File: src/rtl/lite16_pkg.sv
// Shared LITE-16 definitions: field layout, widths, fetch FSM encoding.
package lite16_pkg;

    localparam int OPCODE_W  = 4;
    localparam int ADDR_W    = 12;
    localparam int OPERAND_W = 12;

    // Instruction word layout
    localparam int OP_MSB   = 15;
    localparam int OP_LSB   = 12;
    localparam int OPND_MSB = 11;
    localparam int OPND_LSB = 0;

    typedef enum logic [1:0] {
        ST_IDLE  = 2'd0,
        ST_FETCH = 2'd1,
        ST_HOLD  = 2'd2,
        ST_FAULT = 2'd3
    } fetch_state_e;

    typedef struct packed {
        logic [OPCODE_W-1:0]  op;
        logic [OPERAND_W-1:0] opnd;
    } instr_t;

    // Split a raw 16-bit word into opcode/operand fields.
    function automatic instr_t split_instr(input logic [OP_MSB:0] w);
        instr_t r;
        r.op   = w[OP_MSB:OP_LSB];
        r.opnd = w[OPND_MSB:OPND_LSB];
        return r;
    endfunction

endpackage

File: src/rtl/program_counter.sv
// Program counter: jump load has priority over sequential increment;
// increment wraps naturally at 2^ADDR_W.
module program_counter #(
    parameter int ADDR_W = 12
) (
    input  logic              clk,
    input  logic              rst_n,
    input  logic              load_i,
    input  logic              inc_i,
    input  logic [ADDR_W-1:0] target_i,
    output logic [ADDR_W-1:0] pc_o
);

    logic [ADDR_W-1:0] pc_q, pc_d;

    // Next pc: jump target, pc+1, or hold.
    always_comb begin
        pc_d = pc_q;
        if (load_i)
            pc_d = target_i;
        else if (inc_i)
            pc_d = pc_q + 1'b1;
    end

    // PC register, cleared on reset.
    always_ff @(posedge clk or negedge rst_n) begin
        if (!rst_n)
            pc_q <= '0;
        else
            pc_q <= pc_d;
    end

    assign pc_o = pc_q;

endmodule

File: src/rtl/fetch_unit.sv
// LITE-16 instruction fetch sequencer: req/ack fetch from imem, holds the
// decoded fields until execute completes, then steps or jumps the pc.
module fetch_unit
    import lite16_pkg::*;
#(
    parameter int ADDR_W  = lite16_pkg::ADDR_W,
    parameter int INSTR_W = 16,
    parameter int TIMEOUT = 15
) (
    input  logic                 clk,
    input  logic                 rst_n,
    input  logic                 run,
    output logic                 imem_req,
    output logic [ADDR_W-1:0]    imem_addr,
    input  logic                 imem_ack,
    input  logic [INSTR_W-1:0]   imem_data,
    output logic [OPCODE_W-1:0]  codeop,
    output logic [OPERAND_W-1:0] operand,
    output logic                 instr_valid,
    input  logic                 instr_done,
    input  logic                 jmp_take,
    input  logic [ADDR_W-1:0]    jmp_target,
    output logic [ADDR_W-1:0]    pc,
    output logic                 fetch_err
);

    localparam int               CNT_W    = $clog2(TIMEOUT + 1);
    // Counter value seen during the last permitted unacknowledged cycle
    localparam logic [CNT_W-1:0] CNT_LAST = CNT_W'(TIMEOUT - 1);

    fetch_state_e     state_q;
    instr_t           ir_q;
    logic [CNT_W-1:0] cnt_q;
    logic             req_q;
    logic             vld_q;
    logic             err_q;
    logic             retire;
    logic [ADDR_W-1:0] pc_w;

    // Execute retires only while an instruction is actually held.
    assign retire = (state_q == ST_HOLD) && instr_done;

    program_counter #(.ADDR_W(ADDR_W)) u_pc (
        .clk      (clk),
        .rst_n    (rst_n),
        .load_i   (retire && jmp_take),
        .inc_i    (retire && !jmp_take),
        .target_i (jmp_target),
        .pc_o     (pc_w)
    );

    // Fetch FSM with registered req/valid/err and the instruction register.
    always_ff @(posedge clk or negedge rst_n) begin
        if (!rst_n) begin
            state_q <= ST_IDLE;
            ir_q    <= '0;
            cnt_q   <= '0;
            req_q   <= 1'b0;
            vld_q   <= 1'b0;
            err_q   <= 1'b0;
        end else begin
            case (state_q)
                ST_IDLE: begin
                    if (run) begin
                        state_q <= ST_FETCH;
                        req_q   <= 1'b1;
                    end
                end
                ST_FETCH: begin
                    // req_q is high throughout FETCH, so ack is qualified here.
                    if (imem_ack) begin
                        ir_q    <= split_instr(imem_data[OP_MSB:0]);
                        cnt_q   <= '0;
                        req_q   <= 1'b0;
                        vld_q   <= 1'b1;
                        state_q <= ST_HOLD;
                    end else if (cnt_q == CNT_LAST) begin
                        cnt_q   <= cnt_q + 1'b1;
                        req_q   <= 1'b0;
                        err_q   <= 1'b1;
                        state_q <= ST_FAULT;
                    end else begin
                        cnt_q   <= cnt_q + 1'b1;
                    end
                end
                ST_HOLD: begin
                    if (instr_done) begin
                        vld_q <= 1'b0;
                        if (run) begin
                            state_q <= ST_FETCH;
                            req_q   <= 1'b1;
                        end else begin
                            state_q <= ST_IDLE;
                        end
                    end
                end
                default: begin
                    // FAULT: quiescent until reset.
                    req_q <= 1'b0;
                    vld_q <= 1'b0;
                end
            endcase
        end
    end

    assign imem_req    = req_q;
    assign imem_addr   = pc_w;
    assign pc          = pc_w;
    assign codeop      = ir_q.op;
    assign operand     = ir_q.opnd;
    assign instr_valid = vld_q;
    assign fetch_err   = err_q;

    // Bits above the 16-bit word are not part of the instruction format.
    if (INSTR_W > OP_MSB + 1) begin : g_unused
        logic unused_hi;
        assign unused_hi = ^imem_data[INSTR_W-1:OP_MSB+1];
    end

endmodule

File: config.mk
export PLATFORM = sky130hd
export DESIGN_NAME = fetch_unit
export DESIGN_NICKNAME = d
export VERILOG_FILES = /design/src/rtl/lite16_pkg.sv /design/src/rtl/program_counter.sv /design/src/rtl/fetch_unit.sv
export SDC_FILE = /design/constraint.sdc
export NUM_CORES = 1
export LEC_CHECK = 0
export BUFFER_PORTS_ARGS = -buffer_cell sky130_fd_sc_hd__buf_2
export CAP_MARGIN = 20
export CORE_ASPECT_RATIO = 0.5
export CORE_UTILIZATION = 50
export CTS_BUF_LIST = sky130_fd_sc_hd__clkbuf_2
export DETAILED_ROUTE_END_ITERATION = 12
export PLACE_DENSITY = 0.82
export SKIP_CTS_REPAIR_TIMING = 1
export SYNTH_ARGS = -nofsm -noshare
export SYNTH_HDL_FRONTEND = slang
export SYNTH_SLANG_ARGS = --single-unit
File: constraint.sdc
create_clock -name clk -period 1.9 [get_ports clk]
set_input_delay 0.38 -clock clk [delete_from_list [all_inputs] [get_ports clk]]
set_output_delay 0.38 -clock clk [all_outputs]
set_load 0.03 [all_outputs]
==> results_dict.tcl, run 1 <==
set metrics [dict create \
    drt_first_pass_iters 4 \
    drive_gt1_share_pct 44.9 \
    total_power_uw 4060 \
    p_per_area_nw_per_um2 1690 \
    synth_seq_cells 37 \
    critPathLaunchType "register" \
    cts_sinks 37 \
    slowest_delay_ps 440 \
    rsz0062_at_grt "no" \
    gp_congestion 0.750 \
    status "complete, no violations" \
    worstPathMaxFanout 3 \
    grt_first_pass_wirelength_um 6180 \
    layoutNonFillerInstCount 305 \
    ios 77 \
    drt_iter0_drc 57 \
    die_y_um 46.3 \
    dieArea_um2 4200 \
    p_comb_share_pct 52.6 \
    critical_path_class "reg2reg" \
    drv_slew 0 \
    syn_inst 184 \
    period_needed_ps 1760 \
    ys_types 38 \
    ys_top_cells_by_count "dfrtp_1 (37), mux2_2 (18), nand2_1 (16)" \
    fin_skew_ps 16.7 \
    timing.critical_path.to_type "register" \
    worstSkewPairLatency_ps 390 \
    fp.dieW_um 90.6 \
    synth_area_um2 1960 \
    crit_arrival_ps 2050 \
    p_int_uw 2140 \
    layout.nets 294 \
    hold_class "in2reg" \
    fmax_mhz 568 \
    leakage_uw 0.00119 \
    setup_viol 0 \
    insertedDiodeCount 0 \
    postRouteWirelength_um 3980 \
    grtUsageTotal_pct 19.1 \
    p_clk_share_pct 12.6 \
    grt_max_degree 38 \
    drtAntennaViolNets 0 \
    cts_tree "done" \
    vdd_drop_max_mv 0.591 \
    syn_area_per_cell_um2 10.7 \
    start_util_pct 54.8 \
    fin_util_pct 66.9 \
    cp_cell_sequence "inv_1 > ha_1 > nand3_1 > nor2b_2 > a2111oi_4 > mux2_1" \
    cts_made_buffers 5 \
    ys.flop_type "dfrtp_1" \
    cp_data_required_time_ps 2190 \
    min_period_over_period_pct 92.6 \
    dp_cells 296 \
    vias_per_cell 5.21 \
    port_buffers 76 \
    swShare_pct 47.2 \
    clockRootBuffer "clkbuf_2" \
    netlist_top_cells_area "dfrtp_1 (47%), mux2_2 (10%), buf_4 (4.6%), ha_1 (4.5%), nand2_1 (3.1%)" \
    slowest_stage "dfrtp_1" \
    num_vias 1589 \
    grt_pass1_vias 1459 \
    synth_top_area_share_pct 47.2 \
    htreeDepth 2 \
    syn_nets 225 \
    antenna_found_initial 0 \
    synth_most_common_cell "dfrtp_1" \
    pwr-share-seq_pct 34.9 \
    synthArstFlopShare_pct 100 \
    hold_viol_final 0 \
    yosysWarnings 0 \
    setup-tns-final_ps 0 \
    synth-edff-count 0 \
    synth.largest_area_cell "dfrtp_1" \
    drcViolationCount 0 \
    wire_per_inst_um 13.0 \
    fp-row-count 15 \
    design.core.area_um2 3580 \
    ys_seq_area_share_pct 47.2 \
    clockBufferDepth 2 \
    cap_violations 0 \
    area_delta_synth_final_pct 22.2 \
    tightest_slew_ps 460 \
    slew_headroom_pct 69.3 \
    clk_pin_slew_worst_paths_ps 220 \
    p_sw_uw 1920 \
    hpwlAfterDp_um 2930 \
    grt-ovfl-total 0 \
]
## cell type report
class	instances	area, µm²
well taps	51	63.8
flip-flops and latches	37	926
repair buffers	81	420
fillers	298	1190
multi-input cells	120	887
clock buffers	5	25.0
clock inverters	3	46.3
inverters	8	30.0
## final timing paths
kind / start / endpoint / slack, ps / cells after the start
min: imem_data[7] / operand[7] / 190 / 2
max in group asynchronous: rst_n / instr_valid / 1020 / 3
min reg2reg: fetch_err / fetch_err / 520 / 1
min in group asynchronous: rst_n / operand[6] / 550 / 3
max reg2reg: cnt_q[0] / state_q[0] / 140 / 6
max: cnt_q[0] / state_q[0] / 140 / 6
## critical path: cells and delay by family (launching register included)
family                     cells  cell delay [ps]
and+or+nand+nor                2              280
adders and majority gates      1              150
muxes                          1              350
AOI/OAI and AO/OA              1              350
DFF                            1              440
buffers and inverters          1              100
## cells in the final DEF, fill, tap and decap left out, types with 5 or more instances in the layout
| cell | count |
|---|---|
| o21ai_0 | 7 |
| dfrtp_1 | 37 |
| buf_2 | 76 |
| o22ai_1 | 7 |
| a21oi_1 | 10 |
| nand2_1 | 16 |
| mux2i_1 | 5 |
| clkbuf_2 | 5 |
| mux2_2 | 18 |
| ha_1 | 7 |
| nand3_1 | 7 |
| nor2_1 | 8 |
| inv_1 | 8 |
## metrics by stage
step / cell area (µm²) / hold WS (ps) / setup WS (ps)
floorplan: 1960 / 84.4 / 198
global placement: 2320 / 447 / 194
detailed placement: 2320 / 456 / 94.6
CTS: 2390 / -21.7 / 90.9
global route: 2400 / 151 / 36.2
finish: 2400 / 192 / 141
## flip-flops by register name, indices dropped and copies added (netlist names)
signal / flops
operand: 12
u_pc.pc_o: 12
cnt_q: 4
codeop: 4
state_q: 2
fetch_err: 1
imem_req: 1
instr_valid: 1
## power groups by stage
stage | clock network (µW) | registers, µW | logic [µW]
finish | 510 | 1420 | 2140
global route | 552 | 1470 | 2290
CTS | 521 | 1410 | 2150
detailed placement | 0 | 1430 | 2150
floorplan | 0 | 1970 | 1100
global placement | 0 | 1420 | 2090
## logic make-up after synthesis
family | after synthesis | synth area share (%)
fa+ha+maj | 7 | 4.46
buf+inv | 27 | 7.71
mux | 26 | 14.8
flops | 37 | 47.2
compound gates | 32 | 11.0
simple gates | 55 | 14.9
## metal layers
metal / routed length, µm / global-route usage, % / vias to the layer above
li1: - / - / 783
met1: 1800 / 22.6 / 761
met2: 1970 / 35.2 / 40
met3: 170 / 5.45 / 5
met4: 37 / 6.13 / 0
met5: 0 / 0 / -
Power figures use the tool's default switching activity.
==> run 2, diff against run 1 <==
--- a/config.mk
+++ b/config.mk
@@ -7,11 +7,13 @@
 export LEC_CHECK = 0
 export BUFFER_PORTS_ARGS = -buffer_cell sky130_fd_sc_hd__buf_2
 export CAP_MARGIN = 20
+export CELL_PAD_IN_SITES_DETAIL_PLACEMENT = 1
+export CELL_PAD_IN_SITES_GLOBAL_PLACEMENT = 1
 export CORE_ASPECT_RATIO = 0.5
-export CORE_UTILIZATION = 50
+export CORE_UTILIZATION = 38
 export CTS_BUF_LIST = sky130_fd_sc_hd__clkbuf_2
 export DETAILED_ROUTE_END_ITERATION = 12
-export PLACE_DENSITY = 0.82
+export PLACE_DENSITY_LB_ADDON = 0.1
 export SKIP_CTS_REPAIR_TIMING = 1
 export SYNTH_ARGS = -nofsm -noshare
 export SYNTH_HDL_FRONTEND = slang
==> results_dict.tcl, run 2 (synthesis gave the netlist of run 1 again) <==
set metrics [dict create \
    status "complete, no violations" \
    drv_slew 0 \
    r2r_setup_slack_ps 110 \
    crit_arrival_ps 2080 \
    fmax_mhz 558 \
    setup_viol 0 \
    setup-tns-final_ps 0 \
    cap_violations 0 \
    critPathLaunchType "register" \
    die_y_um 52.8 \
    timing.critical_path.to_type "register" \
    wire_per_inst_um 14.3 \
    period_needed_ps 1790 \
    vias_per_cell 4.99 \
    cts_tree "done" \
    critical_path_class "reg2reg" \
    dieArea_um2 5480 \
    grt_max_degree 19 \
    leakage_uw 0.00122 \
    hpwlAfterDp_um 3670 \
    final_cell_mix "buf_2 (76), dfrtp_1 (37), mux2_2 (18)" \
    fin_util_pct 49.8 \
    hold_ws_ps 211 \
    grt_first_pass_wirelength_um 7910 \
    fp-row-count 18 \
    htreeDepth 2 \
    antenna_found_initial 0 \
    clockBufferDepth 2 \
    slew_headroom_pct 69.1 \
    drt_first_pass_iters 4 \
    grtUsageTotal_pct 18.9 \
    startpoint "state_q[1]" \
    r2r_start "state_q[1]" \
    cts_sinks 37 \
    drcViolationCount 0 \
    layout.nets 299 \
    ios 77 \
    regArea_um2 926 \
    vdd_drop_max_mv 0.695 \
    start_util_pct 39.6 \
    drtAntennaViolNets 0 \
    insertedDiodeCount 0 \
    drt_iter0_drc 23 \
    worstPathMaxFanout 5 \
    postRouteWirelength_um 4710 \
    worstSkewPairLatency_ps 380 \
    dp_cells 319 \
    layout_commonest_cell "buf_2" \
    gp_congestion 0.723 \
    hold_class "in2reg" \
    r2r_end "state_q[0]" \
    multi_input_area_um2 886 \
    port_buffers 76 \
    num_vias 1641 \
    cts_made_buffers 5 \
    r2r_cells 6 \
    clockRootBuffer "clkbuf_2" \
    grt-ovfl-total 0 \
    p_per_area_nw_per_um2 1690 \
    clk_pin_slew_worst_paths_ps 200 \
    layoutNonFillerInstCount 329 \
    fin_skew_ps 9.43 \
    fp.dieW_um 104 \
    grt_pass1_vias 1654 \
    fillCellCount 590 \
    cp-endpoint "state_q[0]" \
    drive_gt1_share_pct 45.2 \
    hold_viol_final 0 \
    design.core.area_um2 4950 \
    total_power_uw 4160 \
    cp_data_required_time_ps 2180 \
    tightest_slew_ps 460 \
    area_delta_synth_final_pct 25.6 \
    min_period_over_period_pct 94.4 \
]
[run 2: area by class of cell]
type	instances	area share [%]
Sequential cell	37	37.5
Multi-Input combinational cell	120	35.9
Timing Repair Buffer	86	19.1
Tap cell	70	3.55
Clock inverter	3	1.67
Inverter	8	1.22
Clock buffer	5	1.01
[run 2: metrics by stage]
stage / worst slack (ps) / cell area [µm²]
floorplan: 198 / 1960
global placement: 188 / 2380
detailed placement: 129 / 2380
CTS: 104 / 2450
global route: -5.46 / 2470
finish: 107 / 2470
[run 2: worst min-delay path by stage]
| stage | startpoint | end | cells past startpoint |
|---|---|---|---|
| after floorplan | rst_n | cnt_q[0] | 0 |
| after global placement | rst_n | codeop[0] | 1 |
| after detailed placement | rst_n | codeop[0] | 1 |
| after CTS | rst_n | codeop[0] | 1 |
| after global routing | imem_data[5] | operand[5] | 2 |
| final | imem_data[5] | operand[5] | 2 |
[run 2: metal layers]
metal / vias up / wire [µm] / global-route usage [%]
met1: 797 / 2030 / 22.1
met4: 0 / 42 / 5.80
met5: - / 0 / 0
li1: 794 / - / -
met3: 5 / 241 / 5.09
met2: 45 / 2390 / 34.6
[run 2: worst max-delay path, cell delays in order (launching register included)]
cell and delay (ps):
dfrtp_1 440, inv_1 90, ha_1 250, nand2b_2 140, nor2b_2 70, a2111oi_4 350, mux2_1 350
[run 2: power breakdown]
part	total, µW	switching (µW)	internal (µW)
sequential	1410	284	1130
clock	494	276	218
combinational	2260	1400	855
total	4160	1960	2200
